<file path="src/rtl/shot_resolver_pkg.sv">
// Shared types and helpers for the shot resolver: FSM state encoding, shot
// counter width and the widened single-axis overlap test.
package shot_resolver_pkg;

    typedef enum logic [1:0] {
        IDLE    = 2'd0,
        ARMED   = 2'd1,
        RESOLVE = 2'd2,
        DONE    = 2'd3
    } state_t;

    localparam int SHOT_CNT_W = 3;

    // Operands are masked to the axis width, then summed at 17 bits so a
    // hitbox straddling the right/bottom screen edge never wraps to zero.
    function automatic logic axis_overlap(
        input logic [15:0] pos,
        input logic [15:0] size,
        input logic [15:0] tgt,
        input logic [15:0] tgt_size,
        input int          width
    );
        logic [16:0] mask;
        logic [16:0] p;
        logic [16:0] t;
        mask = (17'd1 << width) - 17'd1;
        p    = {1'b0, pos} & mask;
        t    = {1'b0, tgt} & mask;
        return (p <= (t + {1'b0, tgt_size} - 17'd1)) &&
               ((p + {1'b0, size} - 17'd1) >= t);
    endfunction

endpackage

</file>
<file path="src/rtl/shot_resolver_hitbox_overlap.sv">
// Combinational 2-D overlap test between the square cursor and one bird
// hitbox, both given by their top-left corner.
module hitbox_overlap
    import shot_resolver_pkg::*;
#(
    parameter int X_W       = 8,
    parameter int Y_W       = 7,
    parameter int BIRD_W    = 14,
    parameter int BIRD_H    = 9,
    parameter int CURSOR_SZ = 3
) (
    input  logic [X_W-1:0] cursor_x,
    input  logic [Y_W-1:0] cursor_y,
    input  logic [X_W-1:0] bird_x,
    input  logic [Y_W-1:0] bird_y,
    output logic           hit
);

    logic x_ov;
    logic y_ov;

    assign x_ov = axis_overlap(16'(cursor_x), 16'(CURSOR_SZ), 16'(bird_x), 16'(BIRD_W), X_W);
    assign y_ov = axis_overlap(16'(cursor_y), 16'(CURSOR_SZ), 16'(bird_y), 16'(BIRD_H), Y_W);
    assign hit  = x_ov & y_ov;

endmodule

</file>
<file path="src/rtl/shot_resolver.sv">
// Resolves trigger pulses against NUM_BIRDS hitboxes per round; tracks shots,
// sticky hits, escape and round completion. Define MULTI_HIT_EN to let one
// shot strike every overlapping bird instead of only the lowest index.
module shot_resolver
    import shot_resolver_pkg::*;
#(
    parameter int NUM_BIRDS       = 2,
    parameter int SHOTS_PER_ROUND = 3,
    parameter int X_W             = 8,
    parameter int Y_W             = 7,
    parameter int BIRD_W          = 14,
    parameter int BIRD_H          = 9,
    parameter int CURSOR_SZ       = 3
) (
    input  logic                    clk,
    input  logic                    reset_n,
    input  logic                    round_start,
    input  logic                    trigger,
    input  logic [X_W-1:0]          cursor_x,
    input  logic [Y_W-1:0]          cursor_y,
    input  logic [NUM_BIRDS*X_W-1:0] bird_x,
    input  logic [NUM_BIRDS*Y_W-1:0] bird_y,
    input  logic [NUM_BIRDS-1:0]    bird_active,
    output logic [SHOT_CNT_W-1:0]   shots_left,
    output logic [NUM_BIRDS-1:0]    hit_mask,
    output logic                    hit_valid,
    output logic                    hit_any,
    output logic [2:0]              hit_idx,
    output logic                    escape,
    output logic                    round_done
);

    state_t                   state_r;
    state_t                   state_next_s;
    logic [SHOT_CNT_W-1:0]    shots_r;
    logic [NUM_BIRDS-1:0]     mask_r;
    logic                     hit_valid_r;
    logic                     hit_any_r;
    logic [2:0]               hit_idx_r;
    logic                     escape_r;
    logic                     done_r;

    logic [X_W-1:0]           snap_cx_r;
    logic [Y_W-1:0]           snap_cy_r;
    logic [NUM_BIRDS*X_W-1:0] snap_bx_r;
    logic [NUM_BIRDS*Y_W-1:0] snap_by_r;
    logic [NUM_BIRDS-1:0]     snap_act_r;

    logic [NUM_BIRDS-1:0]     overlap_s;
    logic [NUM_BIRDS-1:0]     cand_s;
    logic [NUM_BIRDS-1:0]     strike_s;
    logic [NUM_BIRDS-1:0]     new_mask_s;
    logic [SHOT_CNT_W-1:0]    new_shots_s;
    logic [2:0]               idx_s;
    logic                     found_s;
    logic                     all_hit_s;
    logic                     fire_s;

    genvar g;
    generate
        for (g = 0; g < NUM_BIRDS; g++) begin : g_hitbox
            hitbox_overlap #(
                .X_W      (X_W),
                .Y_W      (Y_W),
                .BIRD_W   (BIRD_W),
                .BIRD_H   (BIRD_H),
                .CURSOR_SZ(CURSOR_SZ)
            ) u_hitbox (
                .cursor_x(snap_cx_r),
                .cursor_y(snap_cy_r),
                .bird_x  (snap_bx_r[g*X_W +: X_W]),
                .bird_y  (snap_by_r[g*Y_W +: Y_W]),
                .hit     (overlap_s[g])
            );
        end
    endgenerate

    assign cand_s = overlap_s & snap_act_r & ~mask_r;
    assign fire_s = (state_r == ARMED) && trigger && !round_start &&
                    (shots_r != {SHOT_CNT_W{1'b0}});

    // Lowest-index priority encoder over the candidate set.
    always_comb begin
        idx_s    = 3'd0;
        found_s  = 1'b0;
        strike_s = {NUM_BIRDS{1'b0}};
        for (int i = 0; i < NUM_BIRDS; i++) begin
            if (cand_s[i] && !found_s) begin
                found_s = 1'b1;
                idx_s   = 3'(i);
`ifndef MULTI_HIT_EN
                strike_s[i] = 1'b1;
`endif
            end else begin
                found_s = found_s;
            end
        end
`ifdef MULTI_HIT_EN
        strike_s = cand_s;
`endif
    end

    assign new_mask_s  = mask_r | strike_s;
    assign new_shots_s = shots_r - {{(SHOT_CNT_W-1){1'b0}}, 1'b1};
    assign all_hit_s   = &new_mask_s;

    // Next-state logic; round_start overrides every state.
    always_comb begin
        state_next_s = state_r;
        case (state_r)
            IDLE:    state_next_s = IDLE;
            ARMED:   state_next_s = fire_s ? RESOLVE : ARMED;
            RESOLVE: begin
                if (all_hit_s || (new_shots_s == {SHOT_CNT_W{1'b0}})) begin
                    state_next_s = DONE;
                end else begin
                    state_next_s = ARMED;
                end
            end
            DONE:    state_next_s = DONE;
            default: state_next_s = IDLE;
        endcase
        if (round_start) begin
            state_next_s = ARMED;
        end else begin
            state_next_s = state_next_s;
        end
    end

    // State register.
    always_ff @(posedge clk or negedge reset_n) begin
        if (!reset_n) begin
            state_r <= IDLE;
        end else begin
            state_r <= state_next_s;
        end
    end

    // Snapshot of cursor and birds taken when a shot is accepted.
    always_ff @(posedge clk or negedge reset_n) begin
        if (!reset_n) begin
            snap_cx_r  <= '0;
            snap_cy_r  <= '0;
            snap_bx_r  <= '0;
            snap_by_r  <= '0;
            snap_act_r <= '0;
        end else if (fire_s) begin
            snap_cx_r  <= cursor_x;
            snap_cy_r  <= cursor_y;
            snap_bx_r  <= bird_x;
            snap_by_r  <= bird_y;
            snap_act_r <= bird_active;
        end
    end

    // Round bookkeeping and the registered shot-result pulse.
    always_ff @(posedge clk or negedge reset_n) begin
        if (!reset_n) begin
            shots_r     <= '0;
            mask_r      <= '0;
            hit_valid_r <= 1'b0;
            hit_any_r   <= 1'b0;
            hit_idx_r   <= 3'd0;
            escape_r    <= 1'b0;
            done_r      <= 1'b0;
        end else begin
            hit_valid_r <= 1'b0;
            hit_any_r   <= 1'b0;
            hit_idx_r   <= 3'd0;
            if (round_start) begin
                shots_r  <= SHOT_CNT_W'(SHOTS_PER_ROUND);
                mask_r   <= '0;
                escape_r <= 1'b0;
                done_r   <= 1'b0;
            end else if (state_r == RESOLVE) begin
                shots_r     <= new_shots_s;
                mask_r      <= new_mask_s;
                hit_valid_r <= 1'b1;
                hit_any_r   <= found_s;
                hit_idx_r   <= found_s ? idx_s : 3'd0;
                if (all_hit_s) begin
                    done_r <= 1'b1;
                end else if (new_shots_s == {SHOT_CNT_W{1'b0}}) begin
                    done_r   <= 1'b1;
                    escape_r <= 1'b1;
                end
            end
        end
    end

    assign shots_left = shots_r;
    assign hit_mask   = mask_r;
    assign hit_valid  = hit_valid_r;
    assign hit_any    = hit_any_r;
    assign hit_idx    = hit_idx_r;
    assign escape     = escape_r;
    assign round_done = done_r;

endmodule

</file>
<file path="config.mk">
export PLATFORM = sky130hd
export DESIGN_NAME = shot_resolver
export DESIGN_NICKNAME = d
export VERILOG_FILES = /design/src/rtl/shot_resolver_pkg.sv /design/src/rtl/shot_resolver_hitbox_overlap.sv /design/src/rtl/shot_resolver.sv
export SDC_FILE = /design/constraint.sdc
export NUM_CORES = 1
export LEC_CHECK = 0
export ABC_AREA = 1
export BUFFER_PORTS_ARGS = -buffer_cell sky130_fd_sc_hd__buf_2
export CAP_MARGIN = 30
export CORE_ASPECT_RATIO = 1.75
export CORE_UTILIZATION = 45
export CTS_BUF_LIST = sky130_fd_sc_hd__clkbuf_8
export DETAILED_ROUTE_END_ITERATION = 8
export MAX_ROUTING_LAYER = met4
export SLEW_MARGIN = 20
export SYNTH_ARGS = -nofsm -noshare
export SYNTH_HDL_FRONTEND = slang
export SYNTH_HIERARCHICAL = 1
export SYNTH_SLANG_ARGS = --single-unit
</file>
<file path="constraint.sdc">
create_clock -name clk -period 5.4 [get_ports clk]
set_clock_uncertainty 0.2 [all_clocks]
set_input_delay 0.27 -clock clk [delete_from_list [all_inputs] [get_ports clk]]
set_output_delay 0.27 -clock clk [all_outputs]
set_load 0.01 [all_outputs]
</file>
==> qor.yml, run 1 <==
status: "complete, no violations"
drc: 0
ys_types: 31
endpoint_kind: "flip-flop"
yosysSeqAreaShare: 0.314
slew_headroom: 0.474
wl_per_cell_um: 12.0
hp-class: "in2reg"
worst_pin_slew_ns: 0.789
syn-instance-count: 634
crit_required_ns: 5.42
critPathArrivalTime_ns: 2.98
grt-ovfl-total: 0
grt_pass1_wl_um: 18000
final_layout_size_suffix_gt1_frac: 0.123
fin_setup_tns_ns: 0
clkTransAtPathRegs_ns: 0.07
vias: 4194
clockBufferDepth: 2
antenna_found_initial: 0
dpl.hpwl_um: 7920
nFillCells: 970
ys_ff_latch: 59
insertion_delay_ns: 0.35
grt_start_max_net_pins: 60
die_area_sq_mm: 0.0109
start_util: 0.459
grt_pass1_vias: 4210
io_pins: 63
cts_buffers: 9
rows: 49
drtIter0Drc: 118
start_kind: "flip-flop"
n_antenna_cell: 0
synthTopCellsByArea: "dfrtp_1 (31%), ha_1 (18%), nand2_1 (12%)"
max_freq_mhz: 338
power_uw: 1890
num-nets-final: 864
synth-edff-count: 0
yosys_warnings: 6
syn_area_sq_mm: 0.00470
area_growth_pct: 22.9
fin_ws_ns: 2.44
rr_worst_depth: 19
hold_viol: 0
synth_top_area_share: 0.314
cts.sinks: 59
gp_congestion: 0.836
synth_commonest_cells: "nand2_1 (151), inv_1 (142), ha_1 (69)"
seq_area_sq_mm: 0.00148
whs_ns: 0.0350
yosysMostFrequentCell: "nand2_1"
clock-root-buffer: "clkbuf_8"
peakVddDrop_uv: 194
cts_tree: "built"
viasPerCell: 4.79
fp.dieH_um: 137
rsz0062_at_grt: "false"
ys_dominant_reg_cell: "dfrtp_1"
max_stage_delay_ns: 0.42
critPathSlowestCell: "dfrtp_1"
whs_path_depth: 3
p_leak_uw: 0.00330
grt_use_total: 0.221
report.final.slew_viol_count: 0
cp_common_cell: "nand2_1"
portBuffers: 60
die_w_um: 79.3
max_cap_violations: 0
multi_input_area_sq_mm: 0.00259
synth_top_area_cell: "dfrtp_1"
dp_slack_ns: 2.42
dr.pass1.iters: 5
ant_nets: 0
path_cells: "ha_1 -> nor2_1 -> nand2_1 -> nand3_1 -> xor2_1 -> ha_1 -> a21o_1 -> nand3_1 -> nand2_1 -> nor2_1 -> a21oi_1 -> nor2_1 -> nand3_1 -> nand2_1 -> nand2_1 -> nand2_1 -> nand2_1 -> nand2_1 -> a21oi_1"
core_area_sq_mm: 0.0102
period_minus_slack_ns: 2.96
place_area_sq_mm: 0.00510
async_flop_share: 1.00
design_area_sq_mm: 0.00578
power_density_mw_per_mm2: 327
postCtsSetupBuffers: 0
worstPathMaxFanout: 4
h-tree-depth: 3
wl_um: 10500
period_share: 0.548
path_class: "reg2reg"
setup_viol: 0
syn_avg_cell_area_sq_um: 7.41
==> final cells by class <==
class | instances | share of cell area
multi-input combinational | 418 | 0.449
inverter | 146 | 0.0948
sequential | 59 | 0.256
clock buffer | 10 | 0.0238
tap | 127 | 0.0275
clock inverter | 6 | 0.00953
timing repair buffer | 110 | 0.140
==> cell usage in the layout (no fill, tap or decap) <==
cell type | netlist | routed
dlygate4sd3_1 | 0 | 48
ha_1 | 69 | 69
nand3_1 | 26 | 26
o21ai_1 | 42 | 42
nand3b_1 | 4 | 4
nand2_2 | 2 | 2
inv_1 | 142 | 142
a21o_1 | 4 | 4
inv_2 | 4 | 4
buf_2 | 1 | 60
xor2_1 | 29 | 29
nand4_1 | 6 | 6
nand3_4 | 0 | 1
bufinv_16 | 0 | 1
nand2_1 | 151 | 151
clkinv_2 | 0 | 5
o22ai_1 | 4 | 4
a31oi_1 | 1 | 1
clkbuf_8 | 0 | 10
conb_1 | 1 | 2
o21ai_0 | 9 | 9
o21ai_2 | 1 | 1
o21a_1 | 2 | 2
nor3b_2 | 1 | 1
buf_12 | 0 | 1
dfrtp_1 | 59 | 59
nor2_1 | 28 | 28
nor3_2 | 3 | 3
nor3_1 | 1 | 1
xnor2_1 | 5 | 5
nor2_2 | 2 | 2
a21oi_1 | 25 | 25
buf_4 | 2 | 1
==> worst paths after layout <==
check | startpoint | end | slack [ns]
max reg2reg | snap_bx_r[0]$_DFFE_PN0P_ | state_r[1]$_DFF_PN0_ | 2.44
max in group asynchronous | reset_n | snap_cx_r[3]$_DFFE_PN0P_ | 4.06
max | snap_bx_r[0]$_DFFE_PN0P_ | state_r[1]$_DFF_PN0_ | 2.44
min | bird_active[1] | snap_act_r[1]$_DFFE_PN0P_ | 0.03
min in group asynchronous | reset_n | snap_bx_r[7]$_DFFE_PN0P_ | 0.38
min reg2reg | snap_by_r[8]$_DFFE_PN0P_ | snap_by_r[8]$_DFFE_PN0P_ | 0.29
==> registers in the layout (all words and copies together), names as in the netlist <==
signal,cells
snap_bx_r,16
snap_by_r,14
snap_cx_r,8
snap_cy_r,7
shots_left,3
hit_mask,2
snap_act_r,2
state_r,2
escape,1
hit_any,1
hit_idx,1
hit_valid,1
round_done,1
==> routing by layer <==
| layer | track usage | part of all wire |
|---|---|---|
| met2 | 0.415 | 0.56 |
| met1 | 0.213 | 0.38 |
| met5 | - | 0 |
| met4 | 0.112 | 0.032 |
| met3 | 0.0344 | 0.022 |
==> metrics by stage <==
stage,cells,util
floorplan,635,-
global placement,811,0.497
detailed placement,812,0.499
CTS,876,0.564
global route,876,0.564
finish,876,0.564
==> critical path, delay by kind of cell (launching register included) <==
kind                       cells  cell delay, ns
adders and majority gates      2            0.53
AOI/OAI and AO/OA              3            0.31
and+or+nand+nor               13            1.19
xor gates and xnor gates       1            0.18
DFF                            1            0.42
==> kinds of logic (layout without fill, tap and decap cells) <==
| family | after synthesis | count (layout) | synth area share |
|---|---|---|---|
| other | 1 | 2 | 0.000798 |
| AO/OA/AOI/OAI | 88 | 88 | 0.0990 |
| XOR/XNOR | 34 | 34 | 0.0634 |
| AND/OR/NAND/NOR | 225 | 225 | 0.203 |
| buffers and inverters | 158 | 272 | 0.136 |
| adder cells (fa/ha/maj) | 69 | 69 | 0.184 |
| flip-flops | 59 | 59 | 0.314 |
==> power breakdown <==
group	leakage (uW)	total, uW	internal [uW]	switching, uW
logic	0.00246	839	373	466
registers	0.000736	642	518	124
clock network	0.000106	408	221	186
==> repair_timing <==
item | 4_1_cts | 5_1_grt
hold buffers | 48 | 0
setup endpoints to repair | 0 | 0
hold endpoints to repair | 107 | 0
gates resized for setup | 0 | 0
Note: power is estimated with default switching activity, not from simulation.
==> run 2, diff against run 1 <==
PLACE_DENSITY = 0.67   (was default)
clock period = 2.7 ns   (was 5.4 ns; I/O delays follow)
==> run 2 against run 1 <==
Compared with the run above:
- the run now ends with DRC, setup timing left
- die area did not move
- count of clock-buffer cells in the layout increased by 2
- via count is 5.9% higher
- routed wire length rose by 11%
- maximum frequency grew 2.6%
- critical path depth up 2
- largest power group unchanged
- design area is 8.8% higher
- sequential share of layout area fell by 2.0 points
- largest cell class unchanged
- utilization up 5.0 points
- critical path type unchanged
- combinational power up 140%
==> qor.yml, run 2 (synthesis gave the netlist of run 1 again) <==
status: "finished, violations left"  # was complete, no violations
violations: "DRC, setup timing"
die_area_sq_mm: 0.0109  # unchanged
area_growth_pct: 33.8  # was 22.9%
grt_start_max_net_pins: 97  # was 60
top_register: "snap_bx_r"  # unchanged
hp-class: "in2async"  # was in2reg
fp.dieH_um: 137  # unchanged
viasPerCell: 4.87  # was 4.79
max_cap_violations: 0  # unchanged
antenna_found_initial: 0  # unchanged
rrSetupSlack_ns: -0.19  # was 2.44 ns
n_antenna_cell: 0  # unchanged
reg.largest.list: "snap_bx_r (16), snap_by_r (14), snap_cx_r (8)"  # unchanged
cts_tree: "built"  # unchanged
start_util: 0.459  # unchanged
clkTransAtPathRegs_ns: 0.07  # about the same
nFillCells: 872  # was 970
core_area_sq_mm: 0.0102  # unchanged
setup_viol: 5  # was 0
portBuffers: 60  # unchanged
io_pins: 63  # unchanged
wl_per_cell_um: 12.7  # was 12.0 um
final_layout_size_suffix_gt1_frac: 0.223  # was 0.123
num-nets-final: 900  # was 864
critPathArrivalTime_ns: 2.89  # was 2.98 ns
power_density_mw_per_mm2: 669  # was 327 mW/mm^2
final_core_util: 0.614  # was 0.564
period_minus_slack_ns: 2.89  # was 2.96 ns
wl_um: 11600  # was 10,500 um
start_kind: "flip-flop"  # unchanged
rr_worst_depth: 21  # was 19
insertion_delay_ns: 0.35  # about the same
multi_input_area_sq_mm: 0.00280  # was 0.00259 sq mm
r2r_start: "snap_bx_r[0]$_DFFE_PN0P_"  # unchanged
ant_nets: 0  # unchanged
vias: 4440  # was 4,194
drtIter0Drc: 184  # was 118
worstPathMaxFanout: 3  # was 4
layout_common_cells: "nand2_1 (143), inv_1 (141), ha_1 (64), buf_2 (60), dfrtp_1 (54)"  # was nand2_1 (151), inv_1 (142), ha_1 (69), buf_2 (60), dfrtp_1 (59)
dr.pass1.iters: 9  # was 5
cts.sinks: 59  # unchanged
power_uw: 4210  # was 1890 uW
report.final.slew_viol_count: 0  # unchanged
clock-root-buffer: "clkbuf_8"  # unchanged
h-tree-depth: 3  # unchanged
clockBufferDepth: 2  # unchanged
grt_use_total: 0.220  # was 0.221
slew_headroom: 0.401  # was 0.474
fin_setup_tns_ns: -0.602  # was 0 ns
die_w_um: 79.3  # unchanged
seq_area_sq_mm: 0.00148  # about the same
fin_ws_ns: -0.187  # was 2.44 ns
peakVddDrop_uv: 323  # was 194 uV
final_common_cell: "nand2_1"  # unchanged
p_leak_uw: 0.00350  # was 0.00330 uW
drc: 2  # was 0
gp_congestion: 0.849  # was 0.836
rows: 49  # unchanged
grt_pass1_vias: 4216  # was 4,210
largest_reg_flops: 16  # unchanged
worst_pin_slew_ns: 0.899  # was 0.789 ns
whs_ns: 0.282  # was 0.0350 ns
cts_buffers: 9  # unchanged
dpl.hpwl_um: 7920  # about the same
hold_viol: 0  # unchanged
r2r-end: "state_r[1]$_DFF_PN0_"  # unchanged
grt_pass1_wl_um: 17900  # was 18,000 um
max_freq_mhz: 346  # was 338 MHz
path_class: "reg2reg"  # unchanged
crit_required_ns: 2.71  # was 5.42 ns
grt-ovfl-total: 0  # unchanged
endpoint_kind: "flip-flop"  # unchanged
period_share: 1.07  # was 0.548
rsz0062_at_grt: "true"  # was false
[run 2: cell count changes in the layout (fill, tap and decap cells not counted), moves of 6 or more]
cell	before	now
nand2_2	2	8
nand3_1	26	17
nand3_2	0	9
nor2_1	28	18
buf_4	1	34
nor2_2	2	10
nand2_1	151	143
[run 2: area by class of cell]
type,instances,share of cell area
clock buffer,12,0.0263
clock inverter,4,0.00756
inverter,146,0.0875
multi-input combinational,418,0.444
sequential,59,0.236
tap,127,0.0253
timing repair buffer,146,0.173
[run 2: what timing repair did]
item | CTS | global route
resized for setup | 10 | 50
pin swaps | 17 | 28
setup endpoints to repair | 5 | 7
hold endpoints to repair | 113 | 0
setup buffers | 1 | 12
hold buffers | 49 | 0
[run 2: per-layer routing]
| layer | global-route usage | vias up | routed length [um] |
|---|---|---|---|
| li1 | - | 2256 | - |
| met1 | 0.210 | 2052 | 4470 |
| met2 | 0.414 | 89 | 6420 |
| met3 | 0.0351 | 43 | 272 |
| met4 | 0.118 | 0 | 469 |
| met5 | - | - | 0 |
[run 2: worst max-delay path, cell delays in order (launching register included)]
cell	delay, ns
dfrtp_1	0.40
buf_6	0.13
inv_2	0.07
o21ai_4	0.07
o21ai_2	0.17
buf_4	0.14
xor2_1	0.19
ha_1	0.27
nand2_1	0.07
inv_1	0.05
nand3_2	0.08
nor2_2	0.05
nor2_2	0.11
a21oi_2	0.07
nor2_2	0.18
nand3_2	0.12
nand2_2	0.10
nand2_2	0.05
nand2_2	0.08
nand2_1	0.05
nand2_1	0.05
a21oi_1	0.06
[run 2: power by group]
group          leakage [uW]  internal, uW  total [uW]  switching (uW)
registers          0.000730          1040        1270             228
logic               0.00266           937        2050            1120
clock network      0.000108           499         882             384
[run 2: worst max path at each step]
stage,cells past startpoint,startpoint,slack [ns],endpoint
2_1_floorplan,19,snap_bx_r[0]$_DFFE_PN0P_,0.05,state_r[1]$_DFF_PN0_
3_3_place_gp,20,snap_bx_r[8]$_DFFE_PN0P_,-0.1,state_r[1]$_DFF_PN0_
3_5_place_dp,20,snap_bx_r[8]$_DFFE_PN0P_,-0.16,state_r[1]$_DFF_PN0_
4_1_cts,20,snap_bx_r[9]$_DFFE_PN0P_,-0.1,state_r[1]$_DFF_PN0_
5_1_grt,18,snap_bx_r[1]$_DFFE_PN0P_,-0.38,state_r[1]$_DFF_PN0_
6_report,21,snap_bx_r[0]$_DFFE_PN0P_,-0.19,state_r[1]$_DFF_PN0_
[run 2: metrics by stage]
stage / instances / instance area [sq um] / worst slack [ns]
after floorplan: 635 / 4700 / 0.0504
after CTS: 900 / 6000 / -0.0959
after detailed placement: 834 / 5270 / -0.164
final: 912 / 6290 / -0.187
after global routing: 912 / 6290 / -0.377
after global placement: 834 / 5270 / -0.0959
==> run 3, diff against run 2 <==
CORE_MARGIN = 2   (was default)
==> run 3 against run 2 <==
Compared with the run above:
- the flow finishes with violations (setup timing)
- register-to-register slack better by 0.09 ns
- design area shrank 2.9%
- routed wire length decreased by 3.6%
- non-clock buffer count fell by 4
- sequential share of layout area rose by 0.68 points
- sequential power about the same
- largest cell class unchanged
- largest power group unchanged
==> qor.yml, run 3 (synthesis gave the netlist of run 1 again) <==
grt_start_max_net_pins: 84  # was 97
r2r-end: "state_r[1]$_DFF_PN0_"  # unchanged
final_layout_size_suffix_gt1_frac: 0.191  # was 0.223
clock-root-buffer: "clkbuf_8"  # unchanged
max_stage_delay_ns: 0.41  # was 0.40 ns
dpl.hpwl_um: 8370  # was 7920 um
dp.cells: 841  # was 834
die_w_um: 81.3  # was 79.3 um
h-tree-depth: 3  # unchanged
start_kind: "flip-flop"  # unchanged
cp.depth: 20  # was 21
num-nets-final: 896  # was 900
critPathTopFamily: "simple AND/OR/NAND/NOR gates"  # unchanged
io_pins: 63  # unchanged
crit_path_end: "state_r[1]$_DFF_PN0_"  # unchanged
p_comb_frac: 0.497  # was 0.489
setup_viol: 2  # was 5
start_util: 0.459  # unchanged
period_share: 1.04  # was 1.07
dr.pass1.iters: 4  # was 9
layout_common_cells: "nand2_1 (148), inv_1 (143), ha_1 (66), buf_2 (60), dfrtp_1 (55)"  # was nand2_1 (143), inv_1 (141), ha_1 (64), buf_2 (60), dfrtp_1 (54)
drtIter0Drc: 111  # was 184
cts.sinks: 59  # unchanged
swShare: 0.414  # was 0.411
path_cells: "ha_2 -> nor2_2 -> nand2_2 -> nand3_2 -> xor2_1 -> ha_1 -> a21o_1 -> nand3_1 -> nand2_1 -> nor2_1 -> a21oi_1 -> nor2_1 -> nand2_1 -> nor2_2 -> nand2_1 -> nand2_1 -> nand2_2 -> nand2_1 -> nand2_1 -> a21oi_2"  # was buf_6 -> inv_2 -> o21ai_4 -> o21ai_2 -> buf_4 -> xor2_1 -> ha_1 -> nand2_1 -> inv_1 -> nand3_2 -> nor2_2 -> nor2_2 -> a21oi_2 -> nor2_2 -> nand3_2 -> nand2_2 -> nand2_2 -> nand2_2 -> nand2_1 -> nand2_1 -> a21oi_1
grt_use_total: 0.221  # was 0.220
crit_required_ns: 2.78  # was 2.71 ns
cp_num_buf_inv: 0  # was 4
dp_slack_ns: -0.219  # was -0.164 ns
worstPathMaxFanout: 3  # unchanged
rsz0062_at_grt: "true"  # unchanged
design_area_sq_mm: 0.00611  # was 0.00629 sq mm
reg.largest.list: "snap_bx_r (16), snap_by_r (14), snap_cx_r (8)"  # unchanged
cts_tree: "built"  # unchanged
hold_viol: 0  # unchanged
area_growth_pct: 29.9  # was 33.8%
p_switching_uw: 1630  # was 1730 uW
top_layer_used: "met4"  # unchanged
r2r_start: "snap_bx_r[9]$_DFFE_PN0P_"  # was snap_bx_r[0]$_DFFE_PN0P_
clkTransAtPathRegs_ns: 0.07  # about the same
wl_um: 11200  # was 11,600 um
cts_buffers: 9  # unchanged
violations: "setup timing"  # was DRC, setup timing
rr_worst_depth: 20  # was 21
p_int_uw: 2300  # was 2470 uW
n_antenna_cell: 0  # unchanged
power_frac_clock: 0.182  # was 0.210
vias: 4429  # was 4,440
final_common_cell: "nand2_1"  # unchanged
report.final.slew_viol_count: 0  # unchanged
place_area_sq_mm: 0.00532  # was 0.00527 sq mm
max_freq_mhz: 358  # was 346 MHz
critPathSlowestCell: "dfrtp_1"  # unchanged
peakVddDrop_uv: 332  # was 323 uV
endpoint_kind: "flip-flop"  # unchanged
largest_reg_flops: 16  # unchanged
wl_met3_um: 301  # was 272 um
antenna_found_initial: 0  # unchanged
seq_power_share: 0.321  # was 0.301
power_density_mw_per_mm2: 644  # was 669 mW/mm^2
hp-class: "in2reg"  # was in2async
fp.dieH_um: 139  # was 137 um
ant_nets: 0  # unchanged
drc: 0  # was 2
wl_met2_um: 6190  # was 6420 um
p_leak_uw: 0.00347  # was 0.00350 uW
gp_congestion: 0.859  # was 0.849
fin_ws_ns: -0.0970  # was -0.187 ns
slew_headroom: 0.482  # was 0.401
period_minus_slack_ns: 2.80  # was 2.89 ns
status: "finished, violations left"  # unchanged
portBuffers: 60  # unchanged
core_area_sq_mm: 0.0102  # unchanged
rrSetupSlack_ns: -0.1  # was -0.19 ns
rows: 49  # unchanged
met1Wirelength_um: 4190  # was 4470 um
die_area_sq_mm: 0.0113  # was 0.0109 sq mm
wl_per_cell_um: 12.3  # was 12.7 um
grt-ovfl-total: 0  # unchanged
top_register: "snap_bx_r"  # unchanged
grt_pass1_wl_um: 19100  # was 17,900 um
path_class: "reg2reg"  # unchanged
viasPerCell: 4.88  # was 4.87
insertion_delay_ns: 0.34  # was 0.35 ns
cp_common_cell: "nand2_1"
startpoint: "snap_bx_r[9]$_DFFE_PN0P_"  # was snap_bx_r[0]$_DFFE_PN0P_
stdcell_count: 908  # was 912
critPathArrivalTime_ns: 2.87  # was 2.89 ns
max_cap_violations: 0  # unchanged
grt_pass1_vias: 4652  # was 4,216
worst_pin_slew_ns: 0.778  # was 0.899 ns
clockBufferDepth: 2  # unchanged
[run 3: cell count changes in the layout (fill, tap and decap cells not counted), moves of 3 or more]
cell	delta
nor2_1	+5
nor2_2	-4
nand2_1	+5
nand3_1	+4
nand3_2	-3
nand2_2	-3
[run 3: worst min path at each step]
stage | startpoint | end | slack, ns | cells past startpoint
after detailed placement | reset_n | snap_bx_r[6]$_DFFE_PN0P_ | 0.15 | 2
after CTS | trigger | snap_bx_r[7]$_DFFE_PN0P_ | 0.03 | 3
after global placement | reset_n | snap_bx_r[6]$_DFFE_PN0P_ | 0.14 | 2
after global routing | trigger | state_r[1]$_DFF_PN0_ | 0.06 | 3
after floorplan | reset_n | escape$_DFFE_PN0P_ | -0.36 | 0
final | trigger | state_r[1]$_DFF_PN0_ | 0.05 | 3
[run 3: routing by layer]
metal | GRT usage | vias up
li1 | - | 2251
met1 | 0.215 | 2041
met2 | 0.398 | 87
met3 | 0.0326 | 50
met4 | 0.130 | 0
met5 | - | -
[run 3: area by class of cell]
cell class                 instances  area (sq um)
multi-input combinational        418          2690
tap                              127           159
clock inverter                     5          21.3
timing repair buffer             142          1050
sequential                        59          1480
clock buffer                      11           151
fill                             951          4130
inverter                         146           548
[run 3: worst min-delay path: cells and delay by family]
| family | cells | cell delay, ns |
|---|---|---|
| buffers and inverters | 1 | 0.11 |
| AND/OR/NAND/NOR | 1 | 0.24 |
| AO/OA/AOI/OAI | 1 | 0.08 |
[run 3: per-stage QoR]
step / hold slack [ns] / util / setup TNS (ns) / power, uW
after global placement: 0.138 / 0.519 / -0.135 / 2980
final: 0.0520 / 0.596 / -0.134 / 3930
after floorplan: -0.361 / - / 0 / 2500
after global routing: 0.0647 / 0.596 / -1.07 / 4340
after detailed placement: 0.150 / 0.519 / -0.774 / 3100
after CTS: 0.0329 / 0.588 / -0.334 / 3910
[run 3: repair_timing]
item,4_1_cts,5_1_grt
resized for setup,10,24
hold buffers,49,0
pin swaps,10,20
cloned,0,0
hold endpoints to repair,113,0
buffers inserted,1,2
setup endpoints to repair,6,7
[run 3: power groups by stage]
stage	Sequential [uW]	Clock (uW)	Combinational (uW)
3_3_place_gp	1260	0	1720
6_report	1260	716	1950
4_1_cts	1250	746	1910
5_1_grt	1290	780	2270
2_1_floorplan	1220	0	1280
3_5_place_dp	1270	0	1830
